$ cat src/rtl/key_debouncer_if.sv
// Key debouncer signal bundle: raw key input and tick enable in, debounced level/pulses/count out.
interface key_debouncer_if;
  logic       key_n;
  logic       tick;
  logic       pressed;
  logic       press_pulse;
  logic       release_pulse;
  logic [7:0] press_count;

  modport master (
    output key_n, tick,
    input  pressed, press_pulse, release_pulse, press_count
  );

  modport slave (
    input  key_n, tick,
    output pressed, press_pulse, release_pulse, press_count
  );
endinterface

$ cat src/rtl/key_debouncer.sv
// Debounces an active-low key via a 2-flop synchronizer and a tick-driven FSM; registered press/release pulses.
// Optional auto-repeat of press_pulse while held: define KEY_DEBOUNCER_AUTOREPEAT_EN.
module key_debouncer #(
  parameter int STABLE_TICKS = 4,
  parameter int REPEAT_DELAY = 32,
  parameter int REPEAT_RATE  = 8
) (
  input  logic            clk,
  input  logic            reset,
  key_debouncer_if.slave  kif
);

  typedef enum logic [1:0] {
    IDLE,
    PRESS_WAIT,
    HELD,
    RELEASE_WAIT
  } state_t;

  localparam logic [7:0] LAST = 8'(STABLE_TICKS - 1);

  state_t     state, state_next;
  logic [7:0] cnt, cnt_next;
  logic       sync1, sync2, raw;
  logic       press_q, release_q;
  logic       press_next, release_next;
  logic [7:0] count_q;

`ifdef KEY_DEBOUNCER_AUTOREPEAT_EN
  logic [15:0] rep_cnt, rep_cnt_next;
  logic        repeating, repeating_next;
  logic [15:0] rep_target;

  // First repeat waits the long delay, later ones use the shorter rate.
  assign rep_target = repeating ? 16'(REPEAT_RATE) : 16'(REPEAT_DELAY);
`else
  logic unused_repeat_cfg;
  assign unused_repeat_cfg = ^{32'(REPEAT_DELAY), 32'(REPEAT_RATE)};
`endif

  // Released level is 1, so the synchronizer resets high.
  always_ff @(posedge clk or posedge reset) begin
    if (reset) begin
      sync1 <= 1'b1;
      sync2 <= 1'b1;
    end else begin
      sync1 <= kif.key_n;
      sync2 <= sync1;
    end
  end

  assign raw = ~sync2;

  always_ff @(posedge clk or posedge reset) begin
    if (reset) begin
      state     <= IDLE;
      cnt       <= 8'd0;
      press_q   <= 1'b0;
      release_q <= 1'b0;
      count_q   <= 8'd0;
    end else begin
      state     <= state_next;
      cnt       <= cnt_next;
      press_q   <= press_next;
      release_q <= release_next;
      if (press_next) count_q <= count_q + 8'd1;
    end
  end

`ifdef KEY_DEBOUNCER_AUTOREPEAT_EN
  always_ff @(posedge clk or posedge reset) begin
    if (reset) begin
      rep_cnt   <= 16'd0;
      repeating <= 1'b0;
    end else begin
      rep_cnt   <= rep_cnt_next;
      repeating <= repeating_next;
    end
  end
`endif

  always_comb begin
    state_next   = state;
    cnt_next     = cnt;
    press_next   = 1'b0;
    release_next = 1'b0;
`ifdef KEY_DEBOUNCER_AUTOREPEAT_EN
    rep_cnt_next   = rep_cnt;
    repeating_next = repeating;
`endif
    case (state)
      IDLE: begin
        if (raw) begin
          state_next = PRESS_WAIT;
          cnt_next   = 8'd0;
        end
      end
      PRESS_WAIT: begin
        if (!raw) begin
          state_next = IDLE;
        end else if (kif.tick) begin
          if (cnt == LAST) begin
            state_next = HELD;
            press_next = 1'b1;
`ifdef KEY_DEBOUNCER_AUTOREPEAT_EN
            rep_cnt_next   = 16'd0;
            repeating_next = 1'b0;
`endif
          end else begin
            cnt_next = cnt + 8'd1;
          end
        end
      end
      HELD: begin
        if (!raw) begin
          state_next = RELEASE_WAIT;
          cnt_next   = 8'd0;
        end
`ifdef KEY_DEBOUNCER_AUTOREPEAT_EN
        else if (kif.tick) begin
          if (rep_cnt == rep_target - 16'd1) begin
            press_next     = 1'b1;
            rep_cnt_next   = 16'd0;
            repeating_next = 1'b1;
          end else begin
            rep_cnt_next = rep_cnt + 16'd1;
          end
        end
`endif
      end
      RELEASE_WAIT: begin
        // A bounce back to pressed returns to HELD silently.
        if (raw) begin
          state_next = HELD;
        end else if (kif.tick) begin
          if (cnt == LAST) begin
            state_next   = IDLE;
            release_next = 1'b1;
          end else begin
            cnt_next = cnt + 8'd1;
          end
        end
      end
      default: state_next = IDLE;
    endcase
  end

  assign kif.pressed       = (state == HELD) || (state == RELEASE_WAIT);
  assign kif.press_pulse   = press_q;
  assign kif.release_pulse = release_q;
  assign kif.press_count   = count_q;

endmodule

$ cat src/flat_wrapper.sv
// flat-port wrapper written by rule: the top's interface ports become plain ports
module key_debouncer_flat 
#(
  parameter int STABLE_TICKS = 4,
  parameter int REPEAT_DELAY = 32,
  parameter int REPEAT_RATE  = 8
)
  (clk, reset, kif_key_n, kif_tick, kif_pressed, kif_press_pulse, kif_release_pulse, kif_press_count);
  key_debouncer_if kif_i ();
  input  logic clk;
  input  logic reset;
  input wire logic [$bits(kif_i.key_n)-1:0] kif_key_n;
  input wire logic [$bits(kif_i.tick)-1:0] kif_tick;
  output wire logic [$bits(kif_i.pressed)-1:0] kif_pressed;
  output wire logic [$bits(kif_i.press_pulse)-1:0] kif_press_pulse;
  output wire logic [$bits(kif_i.release_pulse)-1:0] kif_release_pulse;
  output wire logic [$bits(kif_i.press_count)-1:0] kif_press_count;
  assign kif_i.key_n = kif_key_n;
  assign kif_i.tick = kif_tick;
  assign kif_pressed = kif_i.pressed;
  assign kif_press_pulse = kif_i.press_pulse;
  assign kif_release_pulse = kif_i.release_pulse;
  assign kif_press_count = kif_i.press_count;
  key_debouncer #(.STABLE_TICKS(STABLE_TICKS), .REPEAT_DELAY(REPEAT_DELAY), .REPEAT_RATE(REPEAT_RATE)) u_core (.clk(clk), .reset(reset), .kif(kif_i));
endmodule
$ cat config.mk
export PLATFORM = sky130hd
export DESIGN_NAME = key_debouncer_flat
export DESIGN_NICKNAME = d
export VERILOG_FILES = /design/src/rtl/key_debouncer_if.sv /design/src/rtl/key_debouncer.sv /design/src/flat_wrapper.sv
export SDC_FILE = /design/constraint.sdc
export NUM_CORES = 1
export LEC_CHECK = 0
export BUFFER_PORTS_ARGS = -buffer_cell sky130_fd_sc_hd__buf_4
export CORE_ASPECT_RATIO = 1.1
export CORE_MARGIN = 2
export CORE_UTILIZATION = 54
export DETAILED_ROUTE_END_ITERATION = 10
export MAX_ROUTING_LAYER = met4
export PLACE_DENSITY = 0.76
export SYNTH_ARGS = -nofsm -noshare
export SYNTH_HDL_FRONTEND = slang
export SYNTH_SLANG_ARGS = --single-unit
$ cat constraint.sdc
create_clock -name clk -period 2.3 [get_ports clk]
set_input_delay 0 -clock clk [delete_from_list [all_inputs] [get_ports clk]]
set_output_delay 0 -clock clk [all_outputs]
set_load 0.02 [all_outputs]
==> results of run 1 <==
[stage by stage]
step                cells  setup slack [ns]  power [uW]  hold slack (ns)  utilization (%)
finish                124             0.128        1040           0.0911             66.5
global placement      119             0.186         849            0.108             64.1
detailed placement    119            0.0999         866            0.110             64.1
global route          124            0.0198        1100           0.0848             66.5
CTS                   124            0.0764        1040           0.0810             66.5
floorplan              87             0.266         758          -0.0123                -
[Yosys cell counts]
library cell  count  area, um^2
dfrtp_1          20         500
a21oi_1           2        10.0
xor2_1            4        35.0
nand4_1           6        37.5
nor4_1            1        6.26
mux2_2            1        11.3
or4_1             1        7.51
a22o_1            2        17.5
nand3_1           2        10.0
a21o_1            1        7.51
nor3_1            2        10.0
nor4b_4           1        23.8
a41o_1            1        10.0
nand2_1           6        22.5
o211ai_1          2        15.0
inv_1             2        7.51
ha_1              2        25.0
or4b_4            1        13.8
nor2b_1           1        6.26
a31oi_1           1        6.26
clkbuf_1          1        3.75
o2111ai_1         1        8.76
xnor2_1           9        78.8
nor2_1            8        30.0
o21ai_0           2        10.0
dfstp_2           2        52.6
and3_1            3        18.8
or3_1             2        12.5
[cell families (layout without fill, tap and decap cells)]
family	Yosys count	count (layout)
XOR/XNOR	13	13
buffers and inverters	3	22
adder cells (fa/ha/maj)	2	2
multiplexers	1	1
AO/OA/AOI/OAI	12	12
flip-flops	22	22
AND/OR/NAND/NOR	34	34
[flip-flops by register name, indices dropped and copies added (netlist names), named ones only]
name,cells
u_core.cnt,8
u_core.kif.press_count,8
u_core.kif.press_pulse,1
u_core.kif.release_pulse,1
u_core.state,1
u_core.sync1,1
u_core.sync2,1
[path summary, 6_finish.rpt]
| kind | slack [ns] | startpoint | endpoint | cells past startpoint |
|---|---|---|---|---|
| max | 0.13 | u_core.cnt[0] | u_core.kif.press_count[1] | 4 |
| min | 0.09 | kif_tick | u_core.kif.press_pulse | 3 |
| max reg2reg | 0.13 | u_core.cnt[0] | u_core.kif.press_count[1] | 4 |
| min reg2reg | 0.38 | u_core.sync1 | u_core.sync2 | 0 |
| max in group asynchronous | 1.40 | reset | u_core.cnt[6] | 3 |
| min in group asynchronous | 0.40 | reset | async pin | 3 |
[final cells by class]
class,instances,area (um^2)
Multi-Input combinational cell,62,434
Tap cell,18,22.5
Timing Repair Buffer,17,133
Fill cell,136,589
Sequential cell,22,553
Clock buffer,3,22.5
Inverter,2,7.51
[tightest hold or removal path, stage by stage]
cell and delay (ns):
buf_4 0.13, nand2_1 0.13, nor4b_4 0.10
[power groups by stage]
stage | clock network, uW | logic, uW | registers (uW)
2_1_floorplan | 0 | 208 | 550
3_3_place_gp | 0 | 298 | 551
3_5_place_dp | 0 | 310 | 556
4_1_cts | 173 | 315 | 548
5_1_grt | 187 | 351 | 564
6_report | 173 | 313 | 550
[per-layer routing]
layer / track usage, % / part of all wire (%)
met5: - / 0
met4: 8.82 / 0.73
met3: 2.96 / 3.4
met2: 34.3 / 53
met1: 23.9 / 43
[timing repair]
action,in CTS,in global routing
setup endpoints to repair,0,2
endpoints found under the hold margin,21,0
resized for setup,0,0
hold buffers,2,0
==> impl_metrics.yaml, run 1 <==
status:
  outcome: "finished clean"
clocking:
  clk_pin_slew_ns: 0.12
  clkLatencyLatePin_ns: 0.30
  cts_tree: "yes"
  cts_root_buffer: "clkbuf_4"
  cts_num_sinks: 22
  numCtsBuffers: 3
  cts.path.max_buffers: 2
  post-cts-setup-buffer-count: 0
  htreeDepth: 1
pwr:
  internal_power_uw: 660
  combPwrFrac_pct: 30.2
  p_leak_uw: 0.000564
  switching_share_pct: 36.3
  p_sw_uw: 375
  p_clk_share_pct: 16.7
  sequentialPowerShare_pct: 53.1
  power_per_cell_area_nw_per_um2: 883
  max-vdd-ir-drop_mv: 0.547
cells_and_area:
  final_cell_area_um2: 1170
  layout-drive-gt1-share_pct: 21.7
  layout_commonest_cell: "dfrtp_1"
  layout.nets: 114
  antenna_cells: 0
  layout.cells.most_common_list: "20 x dfrtp_1, 15 x buf_4, 9 x xnor2_1"
  area_growth_pct: 17.4
die:
  die_area_um2: 2210
  core-area_um2: 1760
  dieWidth_um: 45
  rows: 16
  io_pins: 15
  die_h_um: 49.1
  start_util_pct: 56.7
logic_synthesis:
  synth_top_family_by_area: "simple AND/OR/NAND/NOR gates"
  avgSynthCellArea_um2: 11.5
  synth-simple-area-share_pct: 19.9
  syn_area_um2: 998
  synth_compound_area_share_pct: 8.52
  synthXorXnorAreaFrac_pct: 11.4
  ys_ff_latch: 22
  synth_adder_area_share_pct: 2.51
  synthMuxAreaShare_pct: 1.13
  synthDistinctLibCells: 28
  yosys_warnings: 0
  syn_inst: 87
  syn_nets: 93
  ys_seq_area_share_pct: 55.4
place:
  place.gp.congestion: 0.839
  port_buffers: 14
  place_area_um2: 1130
  hpwl_um: 1420
critical_path:
  cp-start-kind: "flop"
  path_buf_inv: 0
  crit_path_end_kind: "flop"
  critical_path_required_ns: 2.49
  critPathKind: "flop to flop"
  crit_path_top_delay_cell: "or4b_4"
  crit_arrival_ns: 2.36
  max_stage_delay_ns: 0.52
  critPathTopFamily: "simple AND/OR/NAND/NOR gates"
  timing.critical_path.cells: "ha_1 > or4b_4 > nor4b_4 > mux2_2"
  crit_fanout: 9
routing:
  finalWirelength_um: 1910
  drc_errors: 0
  firstDrtPassIters: 4
  wire_per_inst_um: 15.4
  viasPerCell: 5.83
  drtIter0Drc: 4
  vias: 723
  ant_nets: 0
sta:
  rsz0062_at_grt: "no"
  skew_ns: 0.00650
  tightest_slew_ns: 0.806
  finalHoldViolations: 0
  drv_slew: 0
  finalSetupTns_ns: 0
  fmax_mhz: 460
  finalSetupViolations: 0
  period_minus_slack_ns: 2.17
  max-slew-margin-rel_pct: 46.2
  min_period_over_period_pct: 94.4
worst_hold_path:
  hold_path.class: "input pin to flop"
global_routing:
  antenna_found_initial: 0
  grt_util_all_layers_pct: 20.5
  grt_pass1_wl_um: 3220
  overflow: 0
  grt_pass1_vias: 728
  grt_max_degree: 23
flow_run:
  cap_violations: 0
Note: power is estimated with default switching activity, not from simulation.
==> inputs of run 2 (changes only) <==
--- a/config.mk
+++ b/config.mk
@@ -7,7 +7,6 @@
 export LEC_CHECK = 0
 export BUFFER_PORTS_ARGS = -buffer_cell sky130_fd_sc_hd__buf_4
 export CORE_ASPECT_RATIO = 1.1
-export CORE_MARGIN = 2
 export CORE_UTILIZATION = 54
 export DETAILED_ROUTE_END_ITERATION = 10
 export MAX_ROUTING_LAYER = met4
==> impl_metrics.yaml, run 2 (synthesis results as in run 1) <==
status:
  outcome: "finished clean"
pwr:
  p_leak_uw: 0.000577
  max-vdd-ir-drop_mv: 0.762
  power_per_cell_area_nw_per_um2: 896
critical_path:
  critPathKind: "flop to flop"
  rr_worst_depth: 5
  r2r_setup_slack_ns: 0.24
  crit_arrival_ns: 2.26
  critical_path_required_ns: 2.50
  worstReg2RegEnd: "u_core.kif.press_count[1]"
  crit_fanout: 9
  cp-start-kind: "flop"
  r2r-start: "u_core.cnt[0]"
  crit_path_end_kind: "flop"
worst_hold_path:
  min_delay_path_depth: 4
  whs_endpoint: "u_core.cnt[2]"
  hp-start: "kif_tick"
  hold_path.class: "input pin to flop"
sta:
  tightest_slew_ns: 0.808
  skew_ns: 0.00189
  rsz0062_at_grt: "no"
  max-slew-margin-rel_pct: 46.1
  finalHoldViolations: 0
  period_minus_slack_ns: 2.06
  finalSetupViolations: 0
  drv_slew: 0
  min_period_over_period_pct: 89.6
  finalSetupTns_ns: 0
  fmax_mhz: 485
cells_and_area:
  seq_area_um2: 553
  layout.nets: 115
  area_growth_pct: 19.4
  stdcell_count: 125
  utilization_pct: 72.2
  layout.cells.most_common_list: "20 x dfrtp_1, 16 x buf_4, 9 x xnor2_1"
  final_cell_area_um2: 1190
  layout_commonest_cell: "dfrtp_1"
  multiInputGateArea_um2: 434
  layout-drive-gt1-share_pct: 23.1
  antenna_cells: 0
  nFillCells: 121
routing:
  viasPerCell: 5.82
  drc_errors: 0
  finalWirelength_um: 1740
  ant_nets: 0
  firstDrtPassIters: 4
  wire_per_inst_um: 13.9
  vias: 727
  drtIter0Drc: 9
global_routing:
  grt_pass1_vias: 687
  antenna_found_initial: 0
  overflow: 0
  grt_max_degree: 23
  grt_util_all_layers_pct: 20.7
  grt_pass1_wl_um: 3010
place:
  placedCellCount: 119
  hpwl_um: 1270
  place_area_um2: 1140
  port_buffers: 14
  place.gp.congestion: 0.782
die:
  dieWidth_um: 43
  core-area_um2: 1650
  die_h_um: 47.1
  rows: 15
  start_util_pct: 60.5
  die_area_um2: 2030
  io_pins: 15
clocking:
  post_cts_resized: 0
  hold_buffers: 2
  post-cts-setup-buffer-count: 0
  clk_pin_slew_ns: 0.12
  cts_root_buffer: "clkbuf_4"
  cts.path.max_buffers: 2
  clkLatencyLatePin_ns: 0.30
  cts_tree: "yes"
  numCtsBuffers: 3
  cts_num_sinks: 22
  htreeDepth: 1
flow_run:
  cap_violations: 0
## run 2: worst max-delay path by stage
stage	from	to	slack, ns	depth (start not counted)
global route	u_core.cnt[0]	u_core.kif.press_count[1]	0.14	5
detailed placement	u_core.cnt[0]	u_core.kif.press_count[1]	0.25	5
CTS	u_core.cnt[0]	u_core.kif.press_count[1]	0.22	5
global placement	u_core.cnt[0]	u_core.kif.press_count[1]	0.28	5
floorplan	u_core.cnt[0]	u_core.kif.press_count[1]	0.27	4
finish	u_core.cnt[0]	u_core.kif.press_count[1]	0.24	5
## run 2: final cells by class
cell class / instances / share of cell area (%)
clock buffer: 4 / 3.04
inverter: 2 / 0.630
multi-input combinational: 62 / 36.4
sequential: 22 / 46.4
tap: 17 / 1.78
timing repair buffer: 18 / 11.8
## run 2: power by group
group	leakage [uW]	switching, uW	internal, uW
Combinational	0.000264	162	149
Clock	0.0000210	111	96.4
Sequential	0.000292	99.3	452
Total	0.000577	372	697
## run 2: layer usage
layer  up-vias  track usage [%]  routed length (um)  share of wire [%]
met5         -                -                   0                  0
met4         0             5.45                  12               0.69
met3         2             3.46                  48                2.8
met2        13             35.2                 846                 49
met1       357             26.3                 830                 48
li1        355                -                   -                  -
## run 2: through the flow
stage / hold slack [ns] / total power, uW / setup WS (ns)
final: 0.112 / 1070 / 0.240
after global placement: 0.109 / 851 / 0.283
after floorplan: -0.0123 / 758 / 0.266
after CTS: 0.105 / 1080 / 0.217
after global routing: 0.117 / 1130 / 0.140
after detailed placement: 0.109 / 865 / 0.247
## run 2: critical path, stage by stage (launching register included)
cell and delay (ns):
dfrtp_1 0.44, ha_1 0.21, or4b_4 0.51, nor4b_4 0.28, buf_4 0.19, mux2_2 0.33
==> inputs of run 3 (changes only) <==
--- a/config.mk
+++ b/config.mk
@@ -9,7 +9,6 @@
 export CORE_ASPECT_RATIO = 1.1
 export CORE_UTILIZATION = 54
 export DETAILED_ROUTE_END_ITERATION = 10
-export MAX_ROUTING_LAYER = met4
 export PLACE_DENSITY = 0.76
 export SYNTH_ARGS = -nofsm -noshare
 export SYNTH_HDL_FRONTEND = slang
==> impl_metrics.yaml, run 3 (synthesis results as in run 1) <==
status:
  outcome: "finished clean"
place:
  port_buffers: 14
  hpwl_um: 1270
  placedCellCount: 119
  place.gp.congestion: 0.771
sta:
  finalSetupViolations: 0
  tightest_slew_ns: 0.807
  skew_ns: 0.00184
  min_period_over_period_pct: 89.6
  rsz0062_at_grt: "no"
  drv_slew: 0
  finalSetupTns_ns: 0
  fmax_mhz: 485
  max-slew-margin-rel_pct: 46.1
  finalHoldViolations: 0
  period_minus_slack_ns: 2.06
clocking:
  numCtsBuffers: 3
  htreeDepth: 1
  clkLatencyLatePin_ns: 0.30
  cts_tree: "yes"
  cts_num_sinks: 22
  hold_buffers: 2
  post-cts-setup-buffer-count: 0
  cts_root_buffer: "clkbuf_4"
  post_cts_resized: 0
  clk_pin_slew_ns: 0.12
  cts.path.max_buffers: 2
routing:
  viasPerCell: 5.82
  highest_layer: "met4"
  drtIter0Drc: 9
  ant_nets: 0
  route.met2.wl_um: 846
  wl_met1_um: 830
  firstDrtPassIters: 4
  drc_errors: 0
  vias: 727
  wire_per_inst_um: 13.9
  met3_length_um: 48
  finalWirelength_um: 1740
global_routing:
  antenna_found_initial: 0
  overflow: 0
  grt_util_all_layers_pct: 20.0
  grt_pass1_wl_um: 3000
  grt_max_degree: 23
  grt_pass1_vias: 689
critical_path:
  critPathKind: "flop to flop"
  max_stage_delay_ns: 0.51
  rr_worst_depth: 5
  worstReg2RegEnd: "u_core.kif.press_count[1]"
  r2r_setup_slack_ns: 0.24
  crit_fanout: 9
  critical_path_required_ns: 2.50
  critPathLaunch: "u_core.cnt[0]"
  crit_arrival_ns: 2.26
  crit_path_end_kind: "flop"
  r2r-start: "u_core.cnt[0]"
  cp-start-kind: "flop"
  timing.critical_path.cells: "ha_1 > or4b_4 > nor4b_4 > buf_4 > mux2_2"
  critPathCapture: "u_core.kif.press_count[1]"
  crit_path_top_delay_cell: "or4b_4"
cells_and_area:
  multiInputGateArea_um2: 434
  layout_commonest_cell: "dfrtp_1"
  nFillCells: 121
  stdcell_count: 125
  layout.nets: 115
  antenna_cells: 0
  seq_area_um2: 553
  area_growth_pct: 19.4
  layout.cells.most_common_list: "20 x dfrtp_1, 16 x buf_4, 9 x xnor2_1"
  layout-drive-gt1-share_pct: 23.1
die:
  start_util_pct: 60.5
  dieWidth_um: 43
  core-area_um2: 1650
  rows: 15
  die_area_um2: 2030
  die_h_um: 47.1
  io_pins: 15
worst_hold_path:
  hold_path.class: "input pin to flop"
pwr:
  power_per_cell_area_nw_per_um2: 896
  p_leak_uw: 0.000577
  max-vdd-ir-drop_mv: 0.762
flow_run:
  cap_violations: 0
-- run 3: cell counts in the layout (fill, tap and decap cells not counted) --
Identical to the previous run, type by type.
-- run 3: worst min path at each step --
stage | from | endpoint | slack (ns) | cells past startpoint
2_1_floorplan | reset | async pin | -0.01 | 1
3_3_place_gp | kif_key_n | u_core.sync1 | 0.11 | 1
3_5_place_dp | kif_key_n | u_core.sync1 | 0.11 | 1
4_1_cts | kif_tick | u_core.cnt[2] | 0.11 | 4
5_1_grt | kif_tick | u_core.cnt[2] | 0.12 | 4
6_report | kif_tick | u_core.cnt[2] | 0.11 | 4
-- run 3: cell type report --
type | instances | share of cell area [%]
Sequential cell | 22 | 46.4
Multi-Input combinational cell | 62 | 36.4
Timing Repair Buffer | 18 | 11.8
Clock buffer | 4 | 3.04
Tap cell | 17 | 1.78
Inverter | 2 | 0.630
-- run 3: where the power goes --
part           internal [uW]  switching, uW  total, uW
Clock                   96.4            111        207
Combinational            149            162        310
Sequential               452           99.3        551
Total                    697            372       1070
-- run 3: stage by stage --
step / util (%) / area (um^2) / setup slack [ns] / hold slack, ns / total power, uW
2_1_floorplan: - / 998 / 0.266 / -0.0123 / 758
3_3_place_gp: 68.8 / 1140 / 0.283 / 0.109 / 851
3_5_place_dp: 68.8 / 1140 / 0.247 / 0.109 / 865
4_1_cts: 72.2 / 1190 / 0.217 / 0.105 / 1080
5_1_grt: 72.2 / 1190 / 0.140 / 0.117 / 1130
6_report: 72.2 / 1190 / 0.240 / 0.112 / 1070
-- run 3: per-layer routing --
metal  GRT usage [%]  up-vias
met2            35.2       13
met4            5.45        0
met1            26.3      357
met5               0        -
li1                -      355
met3            3.46        2
-- run 3: worst max-delay path: cells and delay by family (launching register included) --
family,cells,cell delay [ns]
fa+ha+maj,1,0.21
simple gates,2,0.79
flops,1,0.44
mux,1,0.33
buf+inv,1,0.19
